`config.mk`:
```
export PLATFORM = sky130hd
export DESIGN_NAME = demux_scan_ctrl
export DESIGN_NICKNAME = d
export VERILOG_FILES = /design/src/rtl/demux_scan_ctrl.sv
export SDC_FILE = /design/constraint.sdc
export NUM_CORES = 1
export LEC_CHECK = 0
export CAP_MARGIN = 10
export CORE_MARGIN = 3
export CORE_UTILIZATION = 55
export DETAILED_ROUTE_END_ITERATION = 12
export HOLD_SLACK_MARGIN = 0.1
export MAX_ROUTING_LAYER = met4
export PLACE_DENSITY = 0.81
export SYNTH_ARGS = -nofsm -noshare
export SYNTH_HDL_FRONTEND = slang
export SYNTH_SLANG_ARGS = --single-unit
```
`constraint.sdc`:
```
create_clock -name clk -period 4.9 [get_ports clk]
set_input_delay 0.735 -clock clk [delete_from_list [all_inputs] [get_ports clk]]
set_output_delay 0.735 -clock clk [all_outputs]
set_load 0.01 [all_outputs]
```
`src/rtl/demux_scan_ctrl.sv`:
```
// ============================================================================
// demux_scan_ctrl
// ----------------------------------------------------------------------------
// Round-robin scan controller for a downstream 1:8 demultiplexer. While
// scanning, it holds each enabled channel for dwell+1 cycles and then moves
// on to the next enabled channel, wrapping around at the top. The serial
// input is gated onto the demux data line only while the selected channel
// is enabled.
//
// Parameters
//   DWELL_W     width of the dwell count
//
// Ports
//   clk         single clock, rising-edge active
//   rst         asynchronous, active-high reset
//   en          scan enable
//   mask[7:0]   per-channel enable, bit n = channel n participates
//   dwell       each channel is held for dwell+1 cycles (sampled every cycle)
//   din         serial data to be routed
//   I           gated data to the demux data input (din & busy & mask[S])
//   S[2:0]      registered channel select to the demux
//   ch_done     pulse on the last dwell cycle of a channel
//   frame_done  pulse on the cycle where the scan wraps back to a lower or
//               equal channel index
//   busy        high while scanning
// ============================================================================
module demux_scan_ctrl #(
    parameter int DWELL_W = 4
) (
    input  logic               clk,
    input  logic               rst,
    input  logic               en,
    input  logic [7:0]         mask,
    input  logic [DWELL_W-1:0] dwell,
    input  logic               din,
    output logic               I,
    output logic [2:0]         S,
    output logic               ch_done,
    output logic               frame_done,
    output logic               busy
);

    typedef enum logic {
        IDLE = 1'b0,
        SCAN = 1'b1
    } state_t;

    state_t             state_q, state_d;
    logic [2:0]         s_q, s_d;
    logic [DWELL_W-1:0] cnt_q, cnt_d;

    logic [2:0]         next_ch;
    logic               mask_any;
    logic               cur_enabled;
    logic               scan_go;
    logic               dwell_end;
    logic               wraps;

    // Lowest enabled channel above c, searching upward with wrap-around.
    // The final probe (k=8) lands back on c itself, so a lone enabled
    // channel selects itself. With an empty mask c is returned unchanged.
    function automatic logic [2:0] find_next(input logic [2:0] c,
                                             input logic [7:0] m);
        logic [2:0] result;
        logic [2:0] idx;
        logic       found;
        result = c;
        found  = 1'b0;
        for (int k = 1; k <= 8; k++) begin
            idx = c + 3'(k);
            if (!found && m[idx]) begin
                result = idx;
                found  = 1'b1;
            end
        end
        return result;
    endfunction

    assign next_ch     = find_next(s_q, mask);
    assign mask_any    = |mask;
    assign cur_enabled = mask[s_q];

    // Scanning continues this cycle only if we are in SCAN and neither en
    // nor the mask is about to send us back to IDLE; the exit cycle must
    // not produce any pulse.
    assign scan_go     = (state_q == SCAN) && en && mask_any;

    // A dwell shortened below the running count still ends the channel at
    // the next compare rather than letting the count run away.
    assign dwell_end   = cnt_q >= dwell;

    // Moving to an index at or below the current one means the frame has
    // wrapped; this also covers single-channel operation.
    assign wraps       = next_ch <= s_q;

    // Next-state computation for the mode, channel select and dwell count.
    always_comb begin
        state_d = state_q;
        s_d     = s_q;
        cnt_d   = cnt_q;
        case (state_q)
            IDLE: begin
                if (en && mask_any) begin
                    state_d = SCAN;
                    s_d     = cur_enabled ? s_q : next_ch;
                    cnt_d   = '0;
                end
            end
            SCAN: begin
                if (!en || !mask_any) begin
                    state_d = IDLE;
                    cnt_d   = '0;
                end else if (!cur_enabled || dwell_end) begin
                    s_d     = next_ch;
                    cnt_d   = '0;
                end else begin
                    cnt_d   = cnt_q + {{(DWELL_W-1){1'b0}}, 1'b1};
                end
            end
            default: begin
                state_d = IDLE;
                cnt_d   = '0;
            end
        endcase
    end

    // State registers; reset parks on channel 0 in IDLE.
    always_ff @(posedge clk or posedge rst) begin
        if (rst) begin
            state_q <= IDLE;
            s_q     <= 3'd0;
            cnt_q   <= '0;
        end else begin
            state_q <= state_d;
            s_q     <= s_d;
            cnt_q   <= cnt_d;
        end
    end

    // Output decodes. busy comes straight from the state flop, so en has
    // no combinational path to it. A channel dropped from the mask mid-dwell
    // is skipped without ch_done but may still report a frame wrap.
    always_comb begin
        busy       = (state_q == SCAN);
        S          = s_q;
        ch_done    = scan_go && cur_enabled && dwell_end;
        frame_done = scan_go && (!cur_enabled || dwell_end) && wraps;
        I          = din && busy && cur_enabled;
    end

endmodule

```
==> results of run 1 <==
==> power groups by stage <==
stage / combinational, W / sequential [W] / clock, W
after detailed placement: 0.00154 / 0.000110 / 0
after CTS: 0.00155 / 0.000109 / 0.0000503
after global routing: 0.00171 / 0.000112 / 0.0000540
after global placement: 0.00149 / 0.000110 / 0
final: 0.00157 / 0.000109 / 0.0000483
after floorplan: 0.00106 / 0.000102 / 0
==> layout by cell type (no fill, tap or decap), drive strengths merged, types with 2 or more instances in the layout <==
cell type and count:
ha 10, nor2 10, a21oi 6, mux4 13, nor3 7, clkdlybuf4s50 21, nor2b 6, mux2 4
nand2 16, xnor2 4, a21o 3, nor4b 2, or2 2, and3 2, xor2 2, mux2i 11
and2 2, nand3 4, a22o 3, nand4 2, nand2b 3, or3 3, clkbuf 4, o21ai 8
nor4 2, buf 34, a211oi 5, inv 11, a31oi 5, dfrtp 8
==> worst max path at each step <==
stage                       start         end  slack, ps  cells past startpoint
after floorplan              S[0]  frame_done        600                     16
after global placement    mask[3]  frame_done         10                     15
after detailed placement  mask[3]  frame_done        -90                     14
after CTS                 mask[3]  frame_done        180                     14
after global routing      mask[3]  frame_done         70                     14
final                     mask[3]  frame_done        290                     14
==> per-stage QoR <==
step	worst slack (ps)	hold WS, ps	setup TNS [ps]	utilization, %
detailed placement	-92.94	527.9	-92.94	77.97
global route	65.26	569.4	0	78.84
floorplan	596.1	462.5	0	-
global placement	10.80	513.5	0	77.97
finish	285.6	537.5	0	78.84
CTS	183.6	533.1	0	78.79
==> metal layers <==
layer	wire length [µm]	vias to the layer above	GRT usage [%]	part of all wire [%]
met4	0	0	2.265	0
met5	0	-	-	0
met3	315	0	4.139	7.4
li1	-	764	-	-
met1	1920	751	38.81	45
met2	2027	73	41.97	48
==> sequential cells by signal (all words and copies together) (netlist names) <==
register  count
cnt_q         4
S             3
busy          1
==> Yosys cell counts, drive strengths merged, types with 5 or more instances <==
cell	number
a211oi	5
a21oi	6
a31oi	5
buf	7
dfrtp	8
ha	10
inv	11
mux2i	11
mux4	13
nand2	16
nor2	10
nor2b	6
nor3	7
o21ai	8
==> layout make-up <==
cell class | count | area share (%)
multi-input cells | 144 | 62.19
flip-flops and latches | 8 | 9.804
repair buffers | 56 | 23.04
well taps | 30 | 1.838
inverters | 11 | 2.022
clock buffers | 3 | 1.103
==> what timing repair did <==
item | 4_1_cts | 5_1_grt
gates resized for setup | 1 | 3
hold buffers | 0 | 0
cloned | 0 | 0
setup endpoints to repair | 1 | 1
==> worst max-delay path, stage by stage <==
cell             delay [ps]
clkdlybuf4s50_1         480
mux4_2                  520
mux2_2                  300
or3_1                   350
a31oi_1                 180
nor4b_1                  70
o21ai_1                 180
nand2_1                  70
ha_1                    310
a21o_1                  160
a21oi_1                 170
a31oi_1                  60
nor3_1                  130
clkbuf_2                160
==> kinds of logic after synthesis <==
| group | after synthesis |
|---|---|
| simple gates | 62 |
| compound gates | 38 |
| buf+inv | 18 |
| flops | 8 |
| mux | 28 |
| fa+ha+maj | 10 |
| xor+xnor | 6 |
==> impl_metrics.env, run 1 <==
export IMPL_status="finished, final reports clean"
export IMPL_coreArea_um2=2590
export IMPL_worstHoldStart="cnt_q[2]"
export IMPL_p_comb_share_pct=90.9
export IMPL_reg2reg_from="S[1]"
export IMPL_maxCapViolCount=0
export IMPL_syn_inst=170
export IMPL_wl_per_cell_um=16.92
export IMPL_cts_sinks=8
export IMPL_synth_ff_type="dfrtp_1"
export IMPL_grt_start_max_net_pins=17
export IMPL_grt_pass1_wl_um=7003
export IMPL_internal_power_w=0.0008950
export IMPL_antenna_found_initial=0
export IMPL_fin_nets=250
export IMPL_syn_cell_area_um2=1563
export IMPL_skew_ps=9.794
export IMPL_post_cts_buffers=0
export IMPL_path_clk_slew_ps=40
export IMPL_sw_frac_of_total_pct=48.15
export IMPL_areaGrowthSynthToFinish_pct=30.66
export IMPL_drv_slew=0
export IMPL_htreeDepth=1
export IMPL_yosysSeqAreaShare_pct=12.81
export IMPL_seq_area_um2=200.2
export IMPL_dieWidth_um=59.31
export IMPL_vias=1588
export IMPL_max_slew_margin_pct=49.16
export IMPL_synth_area_top_cells="mux4_2 (14%), dfrtp_1 (13%), ha_1 (8.0%), mux2i_1 (5.8%), mux4_1 (5.0%)"
export IMPL_synth_edff_count=0
export IMPL_drt_wl_total_um=4263
export IMPL_grt_usage_pct=27.00
export IMPL_cts_tree="yes"
export IMPL_layout_drive_gt1_share_pct=28.83
export IMPL_synth_top_area_share_pct=14.41
export IMPL_ioPinCount=23
export IMPL_io_buffers=22
export IMPL_ys_ff_latch=8
export IMPL_pwr_share_seq_pct=6.3
export IMPL_clock_power_share_pct=2.8
export IMPL_hold_end="cnt_q[2]"
export IMPL_synth_compound_area_share_pct=16.65
export IMPL_synth_simple_gate_area_share_pct=22.50
export IMPL_drt_first_pass_iters=4
export IMPL_die_h_um=59.31
export IMPL_synth_mux_area_share_pct=30.42
export IMPL_grt_pass1_vias=1491
export IMPL_die_area_um2=3517
export IMPL_hpwl_um=3493
export IMPL_multi_input_area_um2=1270
export IMPL_path_class="in -> out"
export IMPL_overflow=0
export IMPL_cp_max_fo=4
export IMPL_fillCellCount=170
export IMPL_hold_class="reg -> reg"
export IMPL_switchingPower_w=0.0008311
export IMPL_cts_buffer_depth=2
export IMPL_hold_path_depth=1
export IMPL_endpoint_kind="primary output"
export IMPL_setup_viol=0
export IMPL_via_per_inst=6.302
export IMPL_fin_crit_ps=4614
export IMPL_p_leak_nw=0.9079
export IMPL_synthAdderAreaFrac_pct=8.006
export IMPL_synth_top_family_by_area="multiplexers"
export IMPL_drc=0
export IMPL_final_area_um2=2042
export IMPL_p_per_area_nw_per_um2=845.3
export IMPL_hold_viol_final=0
export IMPL_async_flop_share_pct=100.0
export IMPL_synth_xor_area_share_pct=3.363
export IMPL_drt_iter0_markers=121
export IMPL_num_antenna_cells=0
export IMPL_arrival_ps=3880
export IMPL_p_total_w=0.001726
export IMPL_ir_worst_vdd_mv=0.8493
export IMPL_mappedNetlistNets=196
export IMPL_fmaxAchievable_mhz=216.7
export IMPL_rsz0062_at_grt="no"
export IMPL_r2r_end="S[2]"
export IMPL_worst_slew_pin_slew_ps=758.0
export IMPL_dp_cells=249
export IMPL_initial_core_util_pct=60.34
export IMPL_reg2reg_slack_ps=1960
export IMPL_gp_congestion=0.8954
export IMPL_cts_made_buffers=3
export IMPL_placed_cell_area_um2=2019
export IMPL_root_buffer="clkbuf_4"
export IMPL_avgSynthCellArea_um2=9.193
export IMPL_ant_nets=0
export IMPL_clkLatencyLatePin_ps=250
export IMPL_finalNonFillerCells=252
export IMPL_yosys_cell_types_count=52
export IMPL_yosysTopAreaCell="mux4_2"
export IMPL_r2r_cells=11
export IMPL_fin_crit_sh_pct=94.17
export IMPL_cp_data_required_time_ps=4160
export IMPL_crit_path_start_kind="input port"
export IMPL_synth_warnings=0
export IMPL_row_count=18
No activity file was read; power rests on OpenSTA's default activity.
==> run 2, diff against run 1 <==
--- a/config.mk
+++ b/config.mk
@@ -5,7 +5,6 @@
 export SDC_FILE = /design/constraint.sdc
 export NUM_CORES = 1
 export LEC_CHECK = 0
-export CAP_MARGIN = 10
 export CORE_MARGIN = 3
 export CORE_UTILIZATION = 55
 export DETAILED_ROUTE_END_ITERATION = 12
@@ -15,3 +14,4 @@
 export SYNTH_ARGS = -nofsm -noshare
 export SYNTH_HDL_FRONTEND = slang
 export SYNTH_SLANG_ARGS = --single-unit
+export TNS_END_PERCENT = 20
==> results of run 2 <==
Same layout as run 1: the final DEF is identical, and so are final timing and power.
